==> src/rtl/mips_lite_pkg.sv <==
// Shared MIPS-lite encoding table: op enum, format select, opcode and funct constants.
// Used by both the control decoder and the program loader.
package mips_lite_pkg;

   typedef enum logic [3:0] {
      OP_ADD    = 4'd0,
      OP_SUB    = 4'd1,
      OP_AND    = 4'd2,
      OP_OR     = 4'd3,
      OP_SLT    = 4'd4,
      OP_LW     = 4'd5,
      OP_SW     = 4'd6,
      OP_BEQ    = 4'd7,
      OP_NORI   = 4'd8,
      OP_BLEZAL = 4'd9,
      OP_JALPC  = 4'd10,
      OP_BALN   = 4'd11,
      OP_JMXOR  = 4'd12,
      OP_BRV    = 4'd13,
      OP_RSV14  = 4'd14,
      OP_RSV15  = 4'd15
   } op_e;

   typedef enum logic [1:0] {
      FMT_R = 2'd0,
      FMT_I = 2'd1,
      FMT_J = 2'd2
   } fmt_e;

   localparam logic [5:0] OPC_SPECIAL = 6'h00;
   localparam logic [5:0] OPC_LW      = 6'h23;
   localparam logic [5:0] OPC_SW      = 6'h2B;
   localparam logic [5:0] OPC_BEQ     = 6'h04;
   localparam logic [5:0] OPC_NORI    = 6'h0F;
   localparam logic [5:0] OPC_BLEZAL  = 6'h24;
   localparam logic [5:0] OPC_JALPC   = 6'h1F;
   localparam logic [5:0] OPC_BALN    = 6'h1B;

   localparam logic [5:0] FN_ADD      = 6'h20;
   localparam logic [5:0] FN_SUB      = 6'h22;
   localparam logic [5:0] FN_AND      = 6'h24;
   localparam logic [5:0] FN_OR       = 6'h25;
   localparam logic [5:0] FN_SLT      = 6'h2A;
   localparam logic [5:0] FN_JMXOR    = 6'h21;
   localparam logic [5:0] FN_BRV      = 6'h14;

endpackage

==> src/rtl/instr_pack.sv <==
// Combinational packer: (op, rs, rt, rd, imm) -> 32-bit instruction word plus legality.
// Custom ops 8-13 are legal only when INSTR_ENCODER_CUSTOM_EN is defined.
module instr_pack
   import mips_lite_pkg::*;
(
   input  op_e         op,
   input  logic [4:0]  rs,
   input  logic [4:0]  rt,
   input  logic [4:0]  rd,
   input  logic [25:0] imm,
   output logic [31:0] word,
   output logic        legal
);

   fmt_e       fmt;
   logic [5:0] opcode;
   logic [5:0] funct;

   always_comb begin
      fmt    = FMT_R;
      opcode = OPC_SPECIAL;
      funct  = '0;
      legal  = 1'b1;
      case (op)
         OP_ADD:    funct = FN_ADD;
         OP_SUB:    funct = FN_SUB;
         OP_AND:    funct = FN_AND;
         OP_OR:     funct = FN_OR;
         OP_SLT:    funct = FN_SLT;
         OP_LW:     begin fmt = FMT_I; opcode = OPC_LW;  end
         OP_SW:     begin fmt = FMT_I; opcode = OPC_SW;  end
         OP_BEQ:    begin fmt = FMT_I; opcode = OPC_BEQ; end
`ifdef INSTR_ENCODER_CUSTOM_EN
         OP_NORI:   begin fmt = FMT_I; opcode = OPC_NORI;   end
         OP_BLEZAL: begin fmt = FMT_I; opcode = OPC_BLEZAL; end
         OP_JALPC:  begin fmt = FMT_I; opcode = OPC_JALPC;  end
         OP_BALN:   begin fmt = FMT_J; opcode = OPC_BALN;   end
         OP_JMXOR:  funct = FN_JMXOR;
         OP_BRV:    funct = FN_BRV;
`endif
         default:   legal = 1'b0;
      endcase
   end

   always_comb begin
      word = '0;
      case (fmt)
         FMT_R:   word = {OPC_SPECIAL, rs, rt, rd, 5'b0, funct};
         FMT_I:   word = {opcode, rs, rt, imm[15:0]};
         FMT_J:   word = {opcode, imm};
         default: word = '0;
      endcase
   end

endmodule

==> src/rtl/instr_encoder.sv <==
// Program loader: encodes symbolic requests and writes them sequentially into instruction memory.
// Optional INSTR_ENCODER_CUSTOM_EN enables the custom ops 8-13 (handled in instr_pack).
module instr_encoder
   import mips_lite_pkg::*;
#(
   parameter logic [31:0] BASE_ADDR = 32'h0000_0000,
   parameter int unsigned DEPTH     = 256
)(
   input  logic                     clk,
   input  logic                     reset,
   input  logic                     start,
   input  logic                     req_valid,
   output logic                     req_ready,
   input  logic [3:0]               req_op,
   input  logic [4:0]               req_rs,
   input  logic [4:0]               req_rt,
   input  logic [4:0]               req_rd,
   input  logic [25:0]              req_imm,
   output logic                     imem_we,
   output logic [31:0]              imem_addr,
   output logic [31:0]              imem_wdata,
   input  logic                     imem_busy,
   output logic [$clog2(DEPTH):0]   count,
   output logic                     full,
   output logic                     err
);

   localparam int unsigned   CW   = $clog2(DEPTH) + 1;
   localparam logic [CW-1:0] LAST = CW'(DEPTH - 1);

   typedef enum logic [1:0] {
      S_IDLE = 2'd0,
      S_PEND = 2'd1,
      S_FULL = 2'd2
   } state_e;

   state_e        state, state_nxt;
   logic [31:0]   word_q;
   logic [31:0]   addr_q;
   logic [CW-1:0] count_q;
   logic          err_q;
   logic [31:0]   pack_word;
   logic          pack_legal;
   logic          out_valid, complete, last_slot, accept;

   instr_pack u_pack (
      .op    (op_e'(req_op)),
      .rs    (req_rs),
      .rt    (req_rt),
      .rd    (req_rd),
      .imm   (req_imm),
      .word  (pack_word),
      .legal (pack_legal)
   );

   assign out_valid = (state == S_PEND);
   assign complete  = out_valid & ~imem_busy;
   // The pending word already claims the final slot, so no further request fits.
   assign last_slot = out_valid & (count_q == LAST);
   assign req_ready = (state != S_FULL) & ~(out_valid & imem_busy) & ~start & ~last_slot;
   assign accept    = req_valid & req_ready;

   always_comb begin
      state_nxt = state;
      if (start) begin
         state_nxt = S_IDLE;
      end else begin
         case (state)
            S_IDLE: if (accept && pack_legal) state_nxt = S_PEND;
            S_PEND: begin
               if (complete) begin
                  if (count_q == LAST)          state_nxt = S_FULL;
                  else if (accept && pack_legal) state_nxt = S_PEND;
                  else                           state_nxt = S_IDLE;
               end
            end
            S_FULL:  state_nxt = S_FULL;
            default: state_nxt = S_IDLE;
         endcase
      end
   end

   always_ff @(posedge clk) begin
      if (reset) begin
         state   <= S_IDLE;
         word_q  <= '0;
         addr_q  <= BASE_ADDR;
         count_q <= '0;
         err_q   <= 1'b0;
      end else begin
         state <= state_nxt;
         if (start) begin
            addr_q  <= BASE_ADDR;
            count_q <= '0;
            err_q   <= 1'b0;
         end else begin
            if (complete) begin
               addr_q  <= addr_q + 32'd4;
               count_q <= count_q + 1'b1;
            end
            if (accept) begin
               if (pack_legal) word_q <= pack_word;
               else            err_q  <= 1'b1;
            end
         end
      end
   end

   assign imem_we    = out_valid;
   assign imem_addr  = addr_q;
   assign imem_wdata = word_q;
   assign count      = count_q;
   assign full       = (state == S_FULL);
   assign err        = err_q;

endmodule

==> config.mk <==
export PLATFORM = sky130hd
export DESIGN_NAME = instr_encoder
export DESIGN_NICKNAME = d
export VERILOG_FILES = /design/src/rtl/mips_lite_pkg.sv /design/src/rtl/instr_pack.sv /design/src/rtl/instr_encoder.sv
export SDC_FILE = /design/constraint.sdc
export NUM_CORES = 1
export LEC_CHECK = 0
export BUFFER_PORTS_ARGS = -buffer_cell sky130_fd_sc_hd__buf_2
export CELL_PAD_IN_SITES_DETAIL_PLACEMENT = 1
export CELL_PAD_IN_SITES_GLOBAL_PLACEMENT = 2
export CORE_UTILIZATION = 30
export CTS_BUF_LIST = sky130_fd_sc_hd__clkbuf_2 sky130_fd_sc_hd__clkbuf_4 sky130_fd_sc_hd__clkbuf_8
export CTS_CLUSTER_SIZE = 16
export DETAILED_ROUTE_END_ITERATION = 16
export PLACE_DENSITY_LB_ADDON = 0.2
export SYNTH_ARGS = -nofsm -noshare
export SYNTH_HDL_FRONTEND = slang
export SYNTH_SLANG_ARGS = --single-unit
export TNS_END_PERCENT = 50
==> constraint.sdc <==
create_clock -name clk -period 5.4 [get_ports clk]
set_clock_uncertainty 0.05 [all_clocks]
set_input_delay 0.27 -clock clk [delete_from_list [all_inputs] [get_ports clk]]
set_output_delay 0.27 -clock clk [all_outputs]
set_load 0.005 [all_outputs]
==> out/metrics.yaml <==
clock_network:
  ctsHoldBuffers: 0
  clock_path_buffers: 2
  clockRootBuffer: "clkbuf_8"
  clk_pin_slew_ns: 0.09
  cts.sinks: 71
  numCtsBuffers: 9
  cts_tree: "built"
  post_cts_resized: 0
  postCtsSetupBuffers: 0
  clock_latency_ns: 0.35
  htreeDepth: 3
global_routing:
  gr-usage-all-layers: 0.185
  grt_max_degree: 39
  grt_use_met1: 0.230
  grt_most_used_layer: "met2"
  grt_pass1_vias: 3290
  met3_usage: 0.0620
  grt_pass1_wl_um: 16900
  overflow: 0
  met2_usage: 0.306
  antenna_found_initial: 0
sta:
  setup_viol: 0
  rsz0062_at_grt: "no"
  post-route-min-period_ns: 2.88
  relSlewSlack: 0.264
  slew_viol_final: 0
  hold_viol_final: 0
  whs_ns: 0.127
  fin_tns_setup_ns: 0
  clock.fmax_ghz: 0.347
  worstMarginPinSlew_ns: 1.10
  fin_crit_sh: 0.533
drt:
  drtIter0Drc: 115
  via_per_inst: 5.16
  dr.pass1.iters: 4
  route.detailed.drc: 0
  vias: 3293
  totalWireLength_um: 10200
  ant_nets: 0
  wire_per_inst_um: 16.0
die:
  num_rows: 38
  die_width_um: 107
  die-area_mm2: 0.0115
  core-area_mm2: 0.0108
  die_h_um: 107
  io_pins: 127
  start_util: 0.307
critical_path:
  worstSetupPathType: "register to register"
  cp-end-kind: "register"
  arrival_ns: 3.10
  crit_path_cell_trace: "ha_1 > nand2_1 > nor3_1 > ha_1 > nor2_1 > o2111ai_2 > or4b_2 > a21oi_1"
  path_max_fanout: 27
  reg2reg_from: "count[0]"
  cp.required_ns: 5.62
  critPathLaunchType: "register"
  r2r_end: "imem_wdata[28]"
  ff2ff_path_depth: 8
  cpMostUsedCell: "ha_1"
  r2r_slack_ns: 2.52
  max_stage_delay_ns: 0.84
  crit_slowest_cell: "or4b_2"
cells_and_area:
  drive_above_1_share: 0.282
  layout.nets: 545
  final_util: 0.387
  fill_cells: 1335
  final_common_cell: "buf_2"
  area_growth_pct: 25.7
  final_cell_mix: "113 x buf_2, 71 x dfxtp_1, 49 x a21oi_1, 29 x nand2_1, 28 x nor2_1"
yosys:
  synth.ff_latch_count: 71
  ys.flop_type: "dfxtp_1"
  synth_area_leaders: "dfxtp_1 43%, a21oi_1 7.4%, nand3_1 4.1%, o21ai_0 3.8%, xnor2_1 3.7%"
  ys_async_sr_fraction: 0
  netlist_instances: 399
  syn_area_mm2: 0.00332
  yosysTopAreaCellShare: 0.428
  syn_avg_cell_area_um2: 8.32
  seq_area_frac_synth: 0.428
  synth_top_area_cell: "dfxtp_1"
  synth-warning-count: 0
  synth-edff-count: 0
  ys_types: 47
place:
  hpwl_um: 6980
  gp_congestion: 0.709
  port_buffers: 113
job:
  drv_cap: 0
outcome:
  outcome: "finished, final reports clean"
hold_path:
  min_to: "imem_wdata[4]"
  hp-start: "req_imm[4]"
  hp-class: "input port to register"
  min_path_cells: 3
power_and_ir_drop:
  leakage_uw: 0.00161
  power_density_mw_per_mm2: 273
  vdd_drop_max_mv: 0.100
## cell families (layout without fill, tap and decap cells)
kind of cell	Yosys count	after routing	synth area share
xor gates and xnor gates	17	17	0.0449
AOI/OAI and AO/OA	99	99	0.174
buffers and inverters	44	140	0.0581
and+or+nand+nor	154	154	0.252
DFF	71	71	0.428
adders and majority gates	3	3	0.0113
other	1	4	0.00113
muxes	10	10	0.0305
## cell usage after synthesis (2+ instances only)
master,instances
or3_1,5
a2111oi_0,2
o31ai_1,11
nand4_1,9
nor4_1,12
nand2_1,29
xnor2_1,14
a311oi_1,5
nand3_1,27
nand3b_1,4
inv_1,10
o21ai_0,25
buf_4,5
or4_1,11
and4_1,3
buf_1,2
nor2_1,28
dfxtp_1,71
mux2i_1,9
xor2_1,3
clkbuf_1,25
nand2b_1,2
a21oi_1,49
o2111ai_1,2
ha_1,3
or2_2,3
nor3_1,10
## cell type report
class / count / area, um2 / share of cell area
multi-input cells: 286 / 1720 / 0.412
flip-flops and latches: 71 / 1420 / 0.341
repair buffers: 114 / 573 / 0.137
well taps: 140 / 175 / 0.0420
clock buffers: 9 / 124 / 0.0297
clock inverters: 7 / 120 / 0.0288
inverters: 10 / 37.5 / 0.00900
diodes: 1 / 2.50 / 0.000600
## flip-flops by register name (all words and copies together), names as in the netlist
signal,flops
err,1
count,9
imem_wdata,29
state,2
imem_addr,30
## stage by stage
stage          setup WS [ns]  area (um2)  total power, uW  std cells
2_1_floorplan           3.22        3330              588        401
3_3_place_gp            2.55        3930              622        621
3_5_place_dp            2.52        3930              623        621
4_1_cts                 2.49        4170             1160        637
5_1_grt                 2.26        4170             1190        637
6_report                2.52        4170             1140        638
## where the power goes
| part | switching (uW) | internal (uW) |
|---|---|---|
| combinational | 46.1 | 28.6 |
| sequential | 3.89 | 531 |
| clock | 220 | 309 |
## layer usage
metal | vias up | share of wire
met5 | - | 0
met1 | 1565 | 0.46
met2 | 82 | 0.47
li1 | 1638 | -
met4 | 0 | 0.0079
met3 | 8 | 0.062
## how the worst max path moves through the flow
stage	startpoint	endpoint	slack [ns]	cells past startpoint
floorplan	count[0]	imem_wdata[28]	3.22	8
global placement	count[0]	imem_wdata[28]	2.55	8
detailed placement	count[0]	imem_wdata[28]	2.52	8
CTS	count[0]	imem_wdata[28]	2.49	8
global route	count[0]	imem_wdata[28]	2.26	8
finish	count[0]	imem_wdata[28]	2.52	8
## worst max-delay path, delay by kind of cell (launching register included)
family / cells / cell delay, ns
DFF: 1 / 0.36
AOI/OAI and AO/OA: 2 / 0.73
and+or+nand+nor: 4 / 1.20
adders and majority gates: 2 / 0.46
Power figures use the tool's default switching activity.
